[config.mk]
export PLATFORM = sky130hd
export DESIGN_NAME = aes_decrypt_core_flat
export DESIGN_NICKNAME = d
export VERILOG_FILES = /design/src/rtl/aes_decrypt_core_if.sv /design/src/rtl/aes_decrypt_core.sv /design/src/flat_wrapper.sv
export SDC_FILE = /design/constraint.sdc
export NUM_CORES = 1
export LEC_CHECK = 0
export CAP_MARGIN = 5
export CORE_AREA = 2 2 355 357
export CTS_BUF_LIST = sky130_fd_sc_hd__clkbuf_16
export CTS_CLUSTER_SIZE = 40
export DETAILED_ROUTE_END_ITERATION = 12
export DIE_AREA = 0 0 357 359
export GPL_TIMING_DRIVEN = 0
export SETUP_SLACK_MARGIN = 0.4
export SYNTH_ARGS = -nofsm -noshare
export SYNTH_HDL_FRONTEND = slang
export SYNTH_SLANG_ARGS = --single-unit
[constraint.sdc]
create_clock -name clk_in -period 2.65 [get_ports clk_in]
set_input_delay 0.53 -clock clk_in [delete_from_list [all_inputs] [get_ports clk_in]]
set_output_delay 0.53 -clock clk_in [all_outputs]
set_load 0.01 [all_outputs]
[src/rtl/aes_decrypt_core_if.sv]
// Purpose: bundles the round-key store link, the ciphertext/plaintext handshakes and the
//          external InvShiftRows+InvSubBytes link of aes_decrypt_core into one port.
// Latency: none; wires only.
// Backpressure: valid/ready on both block streams; the key store link is a pulse handshake.
//
// Ports, seen from the core (slave modport):
//   key_load_in/key_in        new cipher key request
//   key_init_out/key_data_out init pulse and key towards the key store
//   key_expanded_in           expansion-done pulse from the key store
//   key_round_rd_out/key_rd_in round-key address and same-cycle round key
//   valid_in/ready_out/ciphertext_in   ciphertext stream in
//   valid_out/ready_in/plaintext_out   plaintext stream out
//   inv_ss_state_out/inv_ss_state_in   external InvShiftRows+InvSubBytes unit
//   key_ready_out             an expanded key is available
interface aes_decrypt_core_if;
    logic         key_load_in;
    logic [127:0] key_in;
    logic         key_init_out;
    logic [127:0] key_data_out;
    logic         key_expanded_in;
    logic [3:0]   key_round_rd_out;
    logic [127:0] key_rd_in;
    logic         valid_in;
    logic         ready_out;
    logic [127:0] ciphertext_in;
    logic         valid_out;
    logic         ready_in;
    logic [127:0] plaintext_out;
    logic [127:0] inv_ss_state_out;
    logic [127:0] inv_ss_state_in;
    logic         key_ready_out;

    // Core side.
    modport slave (
        input  key_load_in, key_in, key_expanded_in, key_rd_in,
               valid_in, ciphertext_in, ready_in, inv_ss_state_in,
        output key_init_out, key_data_out, key_round_rd_out, ready_out,
               valid_out, plaintext_out, inv_ss_state_out, key_ready_out
    );

    // Environment side: key store, host datapath and the inverse S-box unit.
    modport master (
        output key_load_in, key_in, key_expanded_in, key_rd_in,
               valid_in, ciphertext_in, ready_in, inv_ss_state_in,
        input  key_init_out, key_data_out, key_round_rd_out, ready_out,
               valid_out, plaintext_out, inv_ss_state_out, key_ready_out
    );
endinterface

[src/rtl/aes_decrypt_core.sv]
// Purpose: iterative AES-128 inverse cipher, one round per cycle, round keys read 10 down to 0.
// Latency: valid_out rises 10 cycles after the acceptance edge; one block per 12 cycles.
// Backpressure: ready_out only in IDLE; the result is held in OUTPUT until ready_in.
//
// Ports: clk_in, rst_in (synchronous, active high) plus the aes_decrypt_core_if slave bus.
// Byte 0 of every 128-bit word is bits [127:120]; column c is bits [127-32c -: 32].
// A key load in any state restarts key expansion and drops any block in flight.
module aes_decrypt_core (
    input  logic               clk_in,
    input  logic               rst_in,
    aes_decrypt_core_if.slave  bus
);

    typedef enum logic [2:0] {
        NO_KEY,
        EXPANDING,
        IDLE,
        ROUND,
        OUTPUT
    } fsm_t;

    fsm_t         fsm;
    logic [3:0]   round;
    logic [127:0] state_reg;
    logic [127:0] plaintext_q;
    logic [127:0] key_data_q;
    logic         valid_q;
    logic         key_init_q;
    logic         key_ready_q;

    logic [127:0] round_t;
    logic [127:0] inv_mix;

    function automatic logic [7:0] xtime(input logic [7:0] b);
        return {b[6:0], 1'b0} ^ (b[7] ? 8'h1b : 8'h00);
    endfunction

    // One column of InvMixColumns; every product is an xor of the x2/x4/x8 chain.
    function automatic logic [31:0] inv_mix_col(input logic [31:0] col);
        logic [7:0] a  [4];
        logic [7:0] x2 [4];
        logic [7:0] x4 [4];
        logic [7:0] x8 [4];
        logic [7:0] m9 [4];
        logic [7:0] mb [4];
        logic [7:0] md [4];
        logic [7:0] me [4];
        for (int i = 0; i < 4; i++) begin
            a[i]  = col[31-8*i -: 8];
            x2[i] = xtime(a[i]);
            x4[i] = xtime(x2[i]);
            x8[i] = xtime(x4[i]);
            m9[i] = x8[i] ^ a[i];
            mb[i] = x8[i] ^ x2[i] ^ a[i];
            md[i] = x8[i] ^ x4[i] ^ a[i];
            me[i] = x8[i] ^ x4[i] ^ x2[i];
        end
        return {me[0] ^ mb[1] ^ md[2] ^ m9[3],
                m9[0] ^ me[1] ^ mb[2] ^ md[3],
                md[0] ^ m9[1] ^ me[2] ^ mb[3],
                mb[0] ^ md[1] ^ m9[2] ^ me[3]};
    endfunction

    // The external unit already applied InvShiftRows+InvSubBytes to state_reg.
    always_comb begin
        round_t = bus.inv_ss_state_in ^ bus.key_rd_in;
        inv_mix = {inv_mix_col(round_t[127:96]),
                   inv_mix_col(round_t[95:64]),
                   inv_mix_col(round_t[63:32]),
                   inv_mix_col(round_t[31:0])};
    end

    // Outside ROUND the address parks on key 10, which is what IDLE needs for acceptance.
    assign bus.key_round_rd_out = (fsm == ROUND) ? round : 4'd10;
    assign bus.ready_out        = (fsm == IDLE);
    assign bus.inv_ss_state_out = state_reg;
    assign bus.plaintext_out    = plaintext_q;
    assign bus.valid_out        = valid_q;
    assign bus.key_init_out     = key_init_q;
    assign bus.key_data_out     = key_data_q;
    assign bus.key_ready_out    = key_ready_q;

    always_ff @(posedge clk_in) begin
        if (rst_in) begin
            fsm         <= NO_KEY;
            round       <= 4'd0;
            state_reg   <= 128'h0;
            plaintext_q <= 128'h0;
            key_data_q  <= 128'h0;
            valid_q     <= 1'b0;
            key_init_q  <= 1'b0;
            key_ready_q <= 1'b0;
        end else begin
            key_init_q <= 1'b0;
            if (bus.key_load_in) begin
                // Wins over valid_in and abandons whatever block is in flight.
                key_data_q  <= bus.key_in;
                key_init_q  <= 1'b1;
                valid_q     <= 1'b0;
                key_ready_q <= 1'b0;
                fsm         <= EXPANDING;
            end else begin
                case (fsm)
                    NO_KEY: begin
                    end
                    EXPANDING: begin
                        // The done pulse lasts one cycle, so it is consumed right here.
                        if (bus.key_expanded_in) begin
                            key_ready_q <= 1'b1;
                            fsm         <= IDLE;
                        end
                    end
                    IDLE: begin
                        if (bus.valid_in) begin
                            state_reg <= bus.ciphertext_in ^ bus.key_rd_in;
                            round     <= 4'd9;
                            fsm       <= ROUND;
                        end
                    end
                    ROUND: begin
                        if (round == 4'd0) begin
                            // Last round has no InvMixColumns.
                            plaintext_q <= round_t;
                            valid_q     <= 1'b1;
                            fsm         <= OUTPUT;
                        end else begin
                            state_reg <= inv_mix;
                            round     <= round - 4'd1;
                        end
                    end
                    OUTPUT: begin
                        if (bus.ready_in) begin
                            valid_q <= 1'b0;
                            fsm     <= IDLE;
                        end
                    end
                    default: fsm <= NO_KEY;
                endcase
            end
        end
    end

endmodule

[src/flat_wrapper.sv]
// flat-port wrapper written by rule: the top's interface ports become plain ports
module aes_decrypt_core_flat 
  (clk_in, rst_in, bus_key_load_in, bus_key_in, bus_key_expanded_in, bus_key_rd_in, bus_valid_in, bus_ciphertext_in, bus_ready_in, bus_inv_ss_state_in, bus_key_init_out, bus_key_data_out, bus_key_round_rd_out, bus_ready_out, bus_valid_out, bus_plaintext_out, bus_inv_ss_state_out, bus_key_ready_out);
  aes_decrypt_core_if bus_i ();
  input  logic clk_in;
  input  logic rst_in;
  input wire logic [$bits(bus_i.key_load_in)-1:0] bus_key_load_in;
  input wire logic [$bits(bus_i.key_in)-1:0] bus_key_in;
  input wire logic [$bits(bus_i.key_expanded_in)-1:0] bus_key_expanded_in;
  input wire logic [$bits(bus_i.key_rd_in)-1:0] bus_key_rd_in;
  input wire logic [$bits(bus_i.valid_in)-1:0] bus_valid_in;
  input wire logic [$bits(bus_i.ciphertext_in)-1:0] bus_ciphertext_in;
  input wire logic [$bits(bus_i.ready_in)-1:0] bus_ready_in;
  input wire logic [$bits(bus_i.inv_ss_state_in)-1:0] bus_inv_ss_state_in;
  output wire logic [$bits(bus_i.key_init_out)-1:0] bus_key_init_out;
  output wire logic [$bits(bus_i.key_data_out)-1:0] bus_key_data_out;
  output wire logic [$bits(bus_i.key_round_rd_out)-1:0] bus_key_round_rd_out;
  output wire logic [$bits(bus_i.ready_out)-1:0] bus_ready_out;
  output wire logic [$bits(bus_i.valid_out)-1:0] bus_valid_out;
  output wire logic [$bits(bus_i.plaintext_out)-1:0] bus_plaintext_out;
  output wire logic [$bits(bus_i.inv_ss_state_out)-1:0] bus_inv_ss_state_out;
  output wire logic [$bits(bus_i.key_ready_out)-1:0] bus_key_ready_out;
  assign bus_i.key_load_in = bus_key_load_in;
  assign bus_i.key_in = bus_key_in;
  assign bus_i.key_expanded_in = bus_key_expanded_in;
  assign bus_i.key_rd_in = bus_key_rd_in;
  assign bus_i.valid_in = bus_valid_in;
  assign bus_i.ciphertext_in = bus_ciphertext_in;
  assign bus_i.ready_in = bus_ready_in;
  assign bus_i.inv_ss_state_in = bus_inv_ss_state_in;
  assign bus_key_init_out = bus_i.key_init_out;
  assign bus_key_data_out = bus_i.key_data_out;
  assign bus_key_round_rd_out = bus_i.key_round_rd_out;
  assign bus_ready_out = bus_i.ready_out;
  assign bus_valid_out = bus_i.valid_out;
  assign bus_plaintext_out = bus_i.plaintext_out;
  assign bus_inv_ss_state_out = bus_i.inv_ss_state_out;
  assign bus_key_ready_out = bus_i.key_ready_out;
  aes_decrypt_core u_core (.clk_in(clk_in), .rst_in(rst_in), .bus(bus_i));
endmodule
==> impl_metrics.py, run 1 <==
metrics = {
    "clock_tree": {
        "clockBufferDepth": 3,
        "insertion_delay_ns": 0.65,
        "cts_buffers": 52,
        "h-tree-depth": 2,
        "cts.sinks": 394,
        "cts_tree": "built",
        "clk_pin_slew_worst_paths_ns": 0.06,
        "root_buffer": "clkbuf_16",
    },
    "global_routing": {
        "grt_max_degree": 15,
        "antenna_found_initial": 59,
        "grt-ovfl-total": 0,
        "grt_first_pass_wirelength_um": 210000,
        "grt.total_usage_pct": 23.9,
        "grt_pass1_vias": 24500,
    },
    "sta": {
        "finalCritPeriodShare_pct": 94.1,
        "finalHoldViolations": 0,
        "tns_ns": 0,
        "skew_ns": 0.0222,
        "worst_slew_pin_slew_ns": 1.02,
        "finalCriticalPeriod_ns": 2.49,
        "relSlewSlack_pct": 31.7,
        "final_max_slew_viol_count": 0,
        "fmax_ghz": 0.401,
        "setup_violations": 0,
        "rsz0062_at_grt": "true",
    },
    "yosys": {
        "synthAdderAreaFrac_pct": 0.0501,
        "ys_seq_area_share_pct": 31.6,
        "synth.area.mux_share_pct": 5.17,
        "synth_top_family_by_area": "XOR/XNOR gates",
        "synth-compound-area-share_pct": 10.0,
        "synth_cell_types": 46,
        "synth_edf_count": 0,
        "async_reset_ff_share_pct": 0,
        "synth_area_um2": 25000,
        "syn_nets": 3112,
        "synthSimpleGateAreaFrac_pct": 8.24,
        "syn_area_per_cell_um2": 9.63,
        "synth-seq-cells": 394,
        "synth_warnings": 0,
        "syn_inst": 2593,
        "synthXorXnorAreaFrac_pct": 42.8,
        "ys.flop_type": "dfxtp_1",
    },
    "pwr": {
        "power_frac_seq_pct": 17.5,
        "power_density_nw_per_um2": 739,
        "internal-power_mw": 21.5,
        "pwr-share-comb_pct": 61.3,
        "irDropWorstVdd_v": 0.000546,
        "p_clk_share_pct": 21.3,
        "power_leakage_nw": 19.9,
        "swShare_pct": 39.4,
        "switchingPower_mw": 13.9,
    },
    "die": {
        "core.rowCount": 130,
        "die-area_um2": 128000,
        "coreArea_um2": 125000,
        "die-height_um": 359,
        "start_util_pct": 20.0,
        "num_io_pins": 910,
        "die_w_um": 357,
    },
    "setup_path": {
        "worst_path_largest_cell_delay_ns": 0.56,
        "critical_path_class": "in -> reg",
        "worstPathCellList": "clkdlybuf4s50_1 -> xnor2_4 -> buf_12 -> xnor2_4 -> xnor2_4 -> xnor2_1 -> xnor3_1 -> o21ai_2 -> a22o_1",
        "cp-start-kind": "input pin",
        "path_delay_family": "XOR/XNOR gates",
        "worst_path_most_repeated_cell": "xnor2_4",
        "path_buf_inv": 2,
        "cp.required_ns": 3.25,
        "cp_max_fo": 3,
        "cp-end-kind": "flop",
        "worst_ep_arrival_time_ns": 3.09,
        "crit_slowest_cell": "clkdlybuf4s50_1",
    },
    "place": {
        "gp_congestion": 0.973,
        "numPortBuffers": 909,
        "dp_hpwl_um": 127000,
        "placed_area_um2": 37500,
    },
    "drt": {
        "drtPass1Iterations": 5,
        "routedWlPerCell_um": 28.2,
        "drt-total-wl_um": 161000,
        "ant_nets": 0,
        "drt-initial-drc-count": 1619,
        "avgViaCountPerCell": 4.46,
        "drcViolationCount": 0,
        "vias": 25600,
    },
    "finish": {
        "drive_gt1_share_pct": 28.5,
        "syn2layout_area_growth_pct": 91.8,
        "nNetsFinal": 4530,
        "layout_common_cells": "671 x clkdlybuf4s50_1, 481 x xnor2_1, 389 x dfxtp_1",
        "final_common_cell": "clkdlybuf4s50_1",
        "stdcell_area_um2": 47900,
        "fin_util_pct": 38.4,
        "fillCellCount": 12100,
    },
    "run_status": {
        "status": "complete, no violations",
    },
    "hold_path": {
        "min_path_type": "in -> reg",
    },
    "job": {
        "max_cap_violations": 0,
    },
}
==> metal layers <==
metal	GRT usage, %	wire length [um]	up-vias
met5	0	222	-
li1	-	-	11500
met3	7.70	15900	277
met2	41.2	78600	1219
met4	8.38	6990	38
met1	27.5	59700	12500
==> synth_stat cells, drive strengths merged (3+ instances only) <==
master / n / area [um2]
mux2i: 129 / 1290
o21ai: 57 / 285
nor2b: 3 / 18.8
nor3: 42 / 210
nor2: 315 / 1180
a22o: 13 / 114
clkbuf: 123 / 462
o22ai: 25 / 156
xnor3: 72 / 1620
a211oi: 120 / 901
dfxtp: 394 / 7890
xor2: 159 / 1560
a32oi: 4 / 35.0
inv: 5 / 18.8
xnor2: 775 / 7260
o211ai: 43 / 323
nand2: 148 / 556
a21oi: 114 / 571
buf: 14 / 52.6
xor3: 10 / 238
==> per-stage QoR <==
step	hold WS (ns)	std cells	setup slack (ns)	power [mW]
finish	0.381	5728	0.157	35.4
global route	0.365	5721	0.169	36.6
CTS	0.447	5486	0.146	33.0
detailed placement	0.442	5155	-1.93	22.5
global placement	0.437	5152	-3.00	22.6
floorplan	0.461	2593	0.278	17.0
==> final cells by class <==
| type | count | area, um2 | share of cell area (%) |
|---|---|---|---|
| clock inverter | 46 | 472 | 0.985 |
| antenna | 23 | 57.6 | 0.120 |
| inverter | 5 | 25.0 | 0.0523 |
| multi-input combinational | 2057 | 21500 | 44.9 |
| sequential | 394 | 7900 | 16.5 |
| timing repair buffer | 1365 | 13400 | 28.1 |
| clock buffer | 52 | 1300 | 2.72 |
| tap | 1650 | 2060 | 4.31 |
| buffer | 136 | 1090 | 2.28 |
==> cell families after synthesis <==
kind of cell,count (synthesis)
buffers and inverters,142
AOI/OAI and AO/OA,390
DFF,394
muxes,129
xor gates and xnor gates,1016
adders and majority gates,1
and+or+nand+nor,521
==> path summary, 6_finish.rpt <==
path	from	to	slack (ns)	cells after the start
worst max-delay path	bus_key_rd_in[59]	u_core.bus.inv_ss_state_out[61]	0.16	9
worst min register to register	u_core.bus.inv_ss_state_out[50]	u_core.bus.inv_ss_state_out[50]	0.45	2
worst max register to register	u_core.round[1]	u_core.bus.inv_ss_state_out[125]	0.38	12
worst min-delay path	bus_inv_ss_state_in[64]	u_core.bus.plaintext_out[64]	0.38	3
==> sequential cells by signal (all words and copies together) (netlist names) <==
| name | cells |
|---|---|
| u_core.bus.inv_ss_state_out | 128 |
| u_core.bus.key_data_out | 128 |
| u_core.bus.key_init_out | 1 |
| u_core.bus.key_ready_out | 1 |
| u_core.bus.plaintext_out | 128 |
| u_core.bus.valid_out | 1 |
| u_core.fsm | 3 |
| u_core.round | 4 |
==> worst reg2reg max path: cells and delay by family (launching register included) <==
| family | cells | cell delay (ns) |
|---|---|---|
| buffers and inverters | 6 | 0.81 |
| AO/OA/AOI/OAI | 2 | 0.45 |
| AND/OR/NAND/NOR | 3 | 0.36 |
| flip-flops | 1 | 0.35 |
| adder cells (fa/ha/maj) | 1 | 0.16 |
==> repair_timing <==
| item | in CTS | in global routing |
|---|---|---|
| cloned | 3 | 1 |
| hold buffers | 0 | 0 |
| setup buffers | 231 | 218 |
| pin swaps | 153 | 227 |
| endpoints found under the setup margin | 431 | 355 |
| resized for setup | 576 | 534 |
==> power by group through the flow <==
| stage | Combinational [mW] | Sequential, mW | Clock, mW |
|---|---|---|---|
| final | 21.7 | 6.19 | 7.52 |
| after global routing | 22.5 | 6.20 | 7.91 |
| after CTS | 19.1 | 6.19 | 7.71 |
| after detailed placement | 16.2 | 6.32 | 0 |
| after global placement | 16.2 | 6.32 | 0 |
| after floorplan | 10.6 | 6.37 | 0 |
Power figures use the tool's default switching activity.
==> run 2, diff against run 1 <==
==> constraint.sdc (replaced) <==
create_clock -name clk_in -period 2.89 [get_ports clk_in]
set_input_delay 0.578 -clock clk_in [delete_from_list [all_inputs] [get_ports clk_in]]
set_output_delay 0.578 -clock clk_in [all_outputs]
set_load 0.01 [all_outputs]
==> impl_metrics.py, run 2 (same netlist as run 1, synthesis figures left out) <==
metrics = {
    "die": {
        "coreArea_um2": 125000,
        "die_w_um": 357,
        "start_util_pct": 20.0,
        "die-area_um2": 128000,
        "die-height_um": 359,
        "core.rowCount": 130,
        "num_io_pins": 910,
    },
    "global_routing": {
        "grt.total_usage_pct": 24.6,
        "grt_first_pass_wirelength_um": 215000,
        "antenna_found_initial": 82,
        "grt_pass1_vias": 24600,
        "grt-ovfl-total": 0,
        "grt_max_degree": 14,
    },
    "clock_tree": {
        "clk_pin_slew_worst_paths_ns": 0.07,
        "insertion_delay_ns": 0.65,
        "hold_buffers": 0,
        "h-tree-depth": 2,
        "root_buffer": "clkbuf_16",
        "cts_tree": "built",
        "cts.sinks": 394,
        "clockBufferDepth": 3,
        "cts_buffers": 51,
    },
    "sta": {
        "worst_slew_pin_slew_ns": 1.32,
        "finalCriticalPeriod_ns": 2.51,
        "hold_ws_ns": 0.439,
        "rsz0062_at_grt": "true",
        "finalHoldViolations": 0,
        "skew_ns": 0.0240,
        "final_max_slew_viol_count": 0,
        "fmax_ghz": 0.398,
        "setup_slack_ns": 0.377,
        "setup_violations": 0,
        "relSlewSlack_pct": 12.0,
        "finalCritPeriodShare_pct": 87.0,
    },
    "drt": {
        "ant_nets": 0,
        "drt-initial-drc-count": 1780,
        "vias": 25100,
        "avgViaCountPerCell": 4.49,
        "routedWlPerCell_um": 29.5,
        "drtPass1Iterations": 5,
        "drt-total-wl_um": 165000,
        "drcViolationCount": 0,
    },
    "finish": {
        "layout_common_cells": "801 x clkdlybuf4s50_1, 512 x xnor2_1, 391 x dfxtp_1",
        "stdcell_area_um2": 45300,
        "multi_input_area_um2": 20600,
        "seq_area_um2": 7890,
        "final_common_cell": "clkdlybuf4s50_1",
        "drive_gt1_share_pct": 22.1,
        "fin_util_pct": 36.4,
        "syn2layout_area_growth_pct": 81.4,
        "fillCellCount": 12400,
        "nNetsFinal": 4402,
    },
    "setup_path": {
        "cp-end-kind": "flop",
        "cp-start-kind": "input pin",
        "cp.required_ns": 3.36,
        "cp_max_fo": 5,
        "critical_path_class": "in -> reg",
        "reg2reg_depth": 9,
        "worst_ep_arrival_time_ns": 2.98,
    },
    "hold_path": {
        "hold_depth": 2,
        "min_path_type": "reg -> reg",
    },
    "pwr": {
        "pwr-share-comb_pct": 59.9,
        "power_frac_seq_pct": 18.6,
        "internal-power_mw": 18.7,
        "irDropWorstVdd_v": 0.000390,
        "p_clk_share_pct": 21.5,
        "power.total_mw": 30.6,
        "power_density_nw_per_um2": 676,
        "swShare_pct": 39.0,
        "switchingPower_mw": 11.9,
        "power_leakage_nw": 17.5,
    },
    "place": {
        "dp_slack_ns": -1.91,
        "placed_area_um2": 36600,
        "numPortBuffers": 909,
        "dp_hpwl_um": 132000,
        "gp_congestion": 0.983,
    },
    "job": {
        "max_cap_violations": 0,
    },
    "run_status": {
        "status": "complete, no violations",
    },
}
## run 2: cell count changes in the layout (fill, tap and decap cells not counted), moves of 14 or more
cell,change
xor2_1,+14
dlymetal6s2s_1,-101
buf_12,-14
clkbuf_2,-43
buf_6,-16
buf_4,-97
xnor2_1,+31
clkdlybuf4s50_1,+130
clkbuf_1,+22
xnor2_4,-37
## run 2: area by class of cell
class                           count  area share (%)
Antenna cell                       24           0.133
Buffer                            136            1.93
Clock buffer                       52            2.87
Clock inverter                     41           0.779
Inverter                            5          0.0497
Multi-Input combinational cell   2057            45.4
Sequential cell                   394            17.4
Tap cell                         1650            4.56
Timing Repair Buffer             1238            26.8
## run 2: timing repair
| item | 4_1_cts | 5_1_grt |
|---|---|---|
| gates resized for setup | 557 | 209 |
| buffers inserted | 200 | 125 |
| endpoints found under the setup margin | 342 | 252 |
| hold endpoints to repair | 0 | 0 |
| pin swaps | 129 | 124 |
## run 2: path summary, 6_finish.rpt
| kind | from | endpoint | slack [ns] |
|---|---|---|---|
| worst max-delay path | bus_inv_ss_state_in[2] | u_core.bus.inv_ss_state_out[29] | 0.38 |
| worst min-delay path | u_core.bus.inv_ss_state_out[43] | u_core.bus.inv_ss_state_out[43] | 0.44 |
| worst max register to register | u_core.fsm[1] | u_core.bus.inv_ss_state_out[95] | 0.51 |
| worst min register to register | u_core.bus.inv_ss_state_out[43] | u_core.bus.inv_ss_state_out[43] | 0.44 |
## run 2: critical path, stage by stage
cell             delay [ns]
clkdlybuf4s50_1        0.51
xnor2_4                0.22
xnor2_4                0.27
xnor3_2                0.52
xnor2_4                0.20
xor2_2                 0.18
buf_4                  0.16
xnor2_2                0.23
o22ai_1                0.11
## run 2: per-layer routing
| metal | GRT usage, % | vias up | wire length [um] |
|---|---|---|---|
| li1 | - | 11300 | - |
| met1 | 28.2 | 12300 | 62200 |
| met2 | 42.7 | 1228 | 80400 |
| met3 | 7.94 | 315 | 15500 |
| met4 | 8.43 | 52 | 6640 |
| met5 | 0 | - | 316 |
## run 2: through the flow
| step | setup TNS [ns] | std cells |
|---|---|---|
| after floorplan | 0 | 2593 |
| after global placement | -649.52 | 5152 |
| after detailed placement | -381.05 | 5156 |
| after CTS | 0 | 5448 |
| after global routing | 0 | 5587 |
| final | 0 | 5597 |
## run 2: power groups by stage
stage                     clock network, mW  logic [mW]  registers [mW]
after floorplan                           0        9.45            5.84
after global placement                    0        14.2            5.80
after detailed placement                  0        14.2            5.81
after CTS                              6.72        17.0            5.69
after global routing                   6.90        19.0            5.70
final                                  6.58        18.3            5.69
==> run 3, diff against run 2 <==
--- a/config.mk
+++ b/config.mk
@@ -12,7 +12,9 @@
 export DETAILED_ROUTE_END_ITERATION = 12
 export DIE_AREA = 0 0 357 359
 export GPL_TIMING_DRIVEN = 0
+export PLACE_DENSITY = 0.51
 export SETUP_SLACK_MARGIN = 0.4
 export SYNTH_ARGS = -nofsm -noshare
 export SYNTH_HDL_FRONTEND = slang
 export SYNTH_SLANG_ARGS = --single-unit
+export TNS_END_PERCENT = 5
==> impl_metrics.py, run 3 (same netlist as run 1, synthesis figures left out) <==
metrics = {
    "place": {
        "dp.cells": 5159,
        "numPortBuffers": 909,
        "dp_slack_ns": -1.76,
        "gp_congestion": 0.919,
        "dp_hpwl_um": 127000,
    },
    "sta": {
        "hold_ws_ns": 0.406,
        "setup_slack_ns": 0.184,
        "fmax_ghz": 0.370,
        "skew_ns": 0.0362,
        "finalCriticalPeriod_ns": 2.71,
        "tns_ns": 0,
        "finalHoldViolations": 0,
        "finalCritPeriodShare_pct": 93.6,
        "setup_violations": 0,
        "final_max_slew_viol_count": 0,
        "worst_slew_pin_slew_ns": 1.14,
        "rsz0062_at_grt": "true",
        "relSlewSlack_pct": 23.9,
    },
    "drt": {
        "drt-initial-drc-count": 1522,
        "drt-total-wl_um": 154000,
        "ant_nets": 0,
        "vias": 23900,
        "avgViaCountPerCell": 4.36,
        "drtPass1Iterations": 7,
        "routedWlPerCell_um": 28.2,
        "drcViolationCount": 0,
    },
    "die": {
        "num_io_pins": 910,
        "die-height_um": 359,
        "coreArea_um2": 125000,
        "die-area_um2": 128000,
        "die_w_um": 357,
        "core.rowCount": 130,
        "start_util_pct": 20.0,
    },
    "pwr": {
        "power_density_nw_per_um2": 681,
        "power_leakage_nw": 16.5,
        "irDropWorstVdd_v": 0.000506,
    },
    "clock_tree": {
        "cts_buffers": 52,
        "cts_tree": "built",
        "h-tree-depth": 2,
        "clockBufferDepth": 3,
        "clk_pin_slew_worst_paths_ns": 0.06,
        "insertion_delay_ns": 0.68,
        "hold_buffers": 0,
        "cts.sinks": 394,
        "root_buffer": "clkbuf_16",
    },
    "setup_path": {
        "cp_max_fo": 6,
        "cp.required_ns": 3.39,
        "cp-end-kind": "flop",
        "critical_path_class": "in -> reg",
        "cp-start-kind": "input pin",
        "worst_ep_arrival_time_ns": 3.21,
    },
    "run_status": {
        "status": "complete, no violations",
    },
    "finish": {
        "syn2layout_area_growth_pct": 74.6,
        "nNetsFinal": 4292,
        "fin_util_pct": 35.0,
        "seq_area_um2": 7890,
        "final_common_cell": "clkdlybuf4s50_1",
        "drive_gt1_share_pct": 17.6,
        "fillCellCount": 12700,
        "finalNonFillerCells": 5478,
        "multi_input_area_um2": 19700,
        "layout_common_cells": "862 x clkdlybuf4s50_1, 556 x xnor2_1, 390 x dfxtp_1",
    },
    "hold_path": {
        "min_path_type": "in -> reg",
    },
    "job": {
        "max_cap_violations": 0,
    },
    "global_routing": {
        "grt.total_usage_pct": 22.9,
        "grt_max_degree": 16,
        "grt-ovfl-total": 0,
        "grt_pass1_vias": 23100,
        "antenna_found_initial": 54,
        "grt_first_pass_wirelength_um": 201000,
    },
}
run 3: cell types whose count changed in the layout (fill, tap and decap cells not counted), sizes merged:
cell	before	now
buf	367	241
bufinv	5	12
clkbuf	155	167
clkdlybuf4s15	8	3
clkdlybuf4s18	1	0
clkdlybuf4s50	801	862
clkinv	16	17
clkinvlp	7	1
diode	24	16
dlygate4sd2	50	4
dlymetal6s2s	44	38
inv	18	16
run 3: worst max-delay path, stage by stage:
cell	delay, ns
clkdlybuf4s50_1	0.52
xnor2_4	0.27
xnor2_2	0.59
xnor2_4	0.24
xnor2_1	0.33
xnor2_1	0.19
o211ai_1	0.36
a21oi_1	0.11
run 3: final cells by class:
class,count,share of cell area [%]
inverters,5,0.0431
clock buffers,52,2.99
repair buffers,1126,25.7
plain buffers,137,1.73
clock inverters,41,1.30
multi-input cells,2057,45.3
flip-flops and latches,394,18.1
well taps,1650,4.74
diodes,16,0.0919
run 3: routing by layer:
layer  vias to the layer above  share of wire (%)  routed length, um  GRT usage (%)
li1                      11000                  -                  -              -
met1                     11600                 39              59900           27.0
met4                        34                2.2               3400           4.44
met3                       205                9.0              13800           6.69
met5                         -               0.14                223              0
met2                       995                 50              76900           40.9
run 3: through the flow:
step | power (mW) | instance area (um2)
global route | 30.8 | 43600
floorplan | 15.2 | 25000
finish | 29.7 | 43600
CTS | 28.3 | 40500
global placement | 20.0 | 36200
detailed placement | 19.9 | 36300
run 3: power by group:
| group | internal [mW] | switching [mW] | total (mW) |
|---|---|---|---|
| registers | 5.58 | 0.100 | 5.68 |
| logic | 8.34 | 8.36 | 16.7 |
| clock network | 4.38 | 2.92 | 7.29 |
run 3: path summary, 6_finish.rpt:
path | start | to | slack, ns | cells after the start
worst max-delay path | bus_key_rd_in[71] | u_core.bus.inv_ss_state_out[90] | 0.18 | 8
worst min-delay path | bus_key_rd_in[9] | u_core.bus.plaintext_out[9] | 0.41 | 3
worst max register to register | u_core.fsm[2] | u_core.bus.inv_ss_state_out[121] | 0.34 | 8
worst min register to register | u_core.bus.inv_ss_state_out[58] | u_core.bus.inv_ss_state_out[58] | 0.45 | 2
run 3: repair_timing:
action	CTS	global route
setup endpoints to repair	330	315
setup buffers	75	135
resized for setup	257	315
pin swaps	30	92
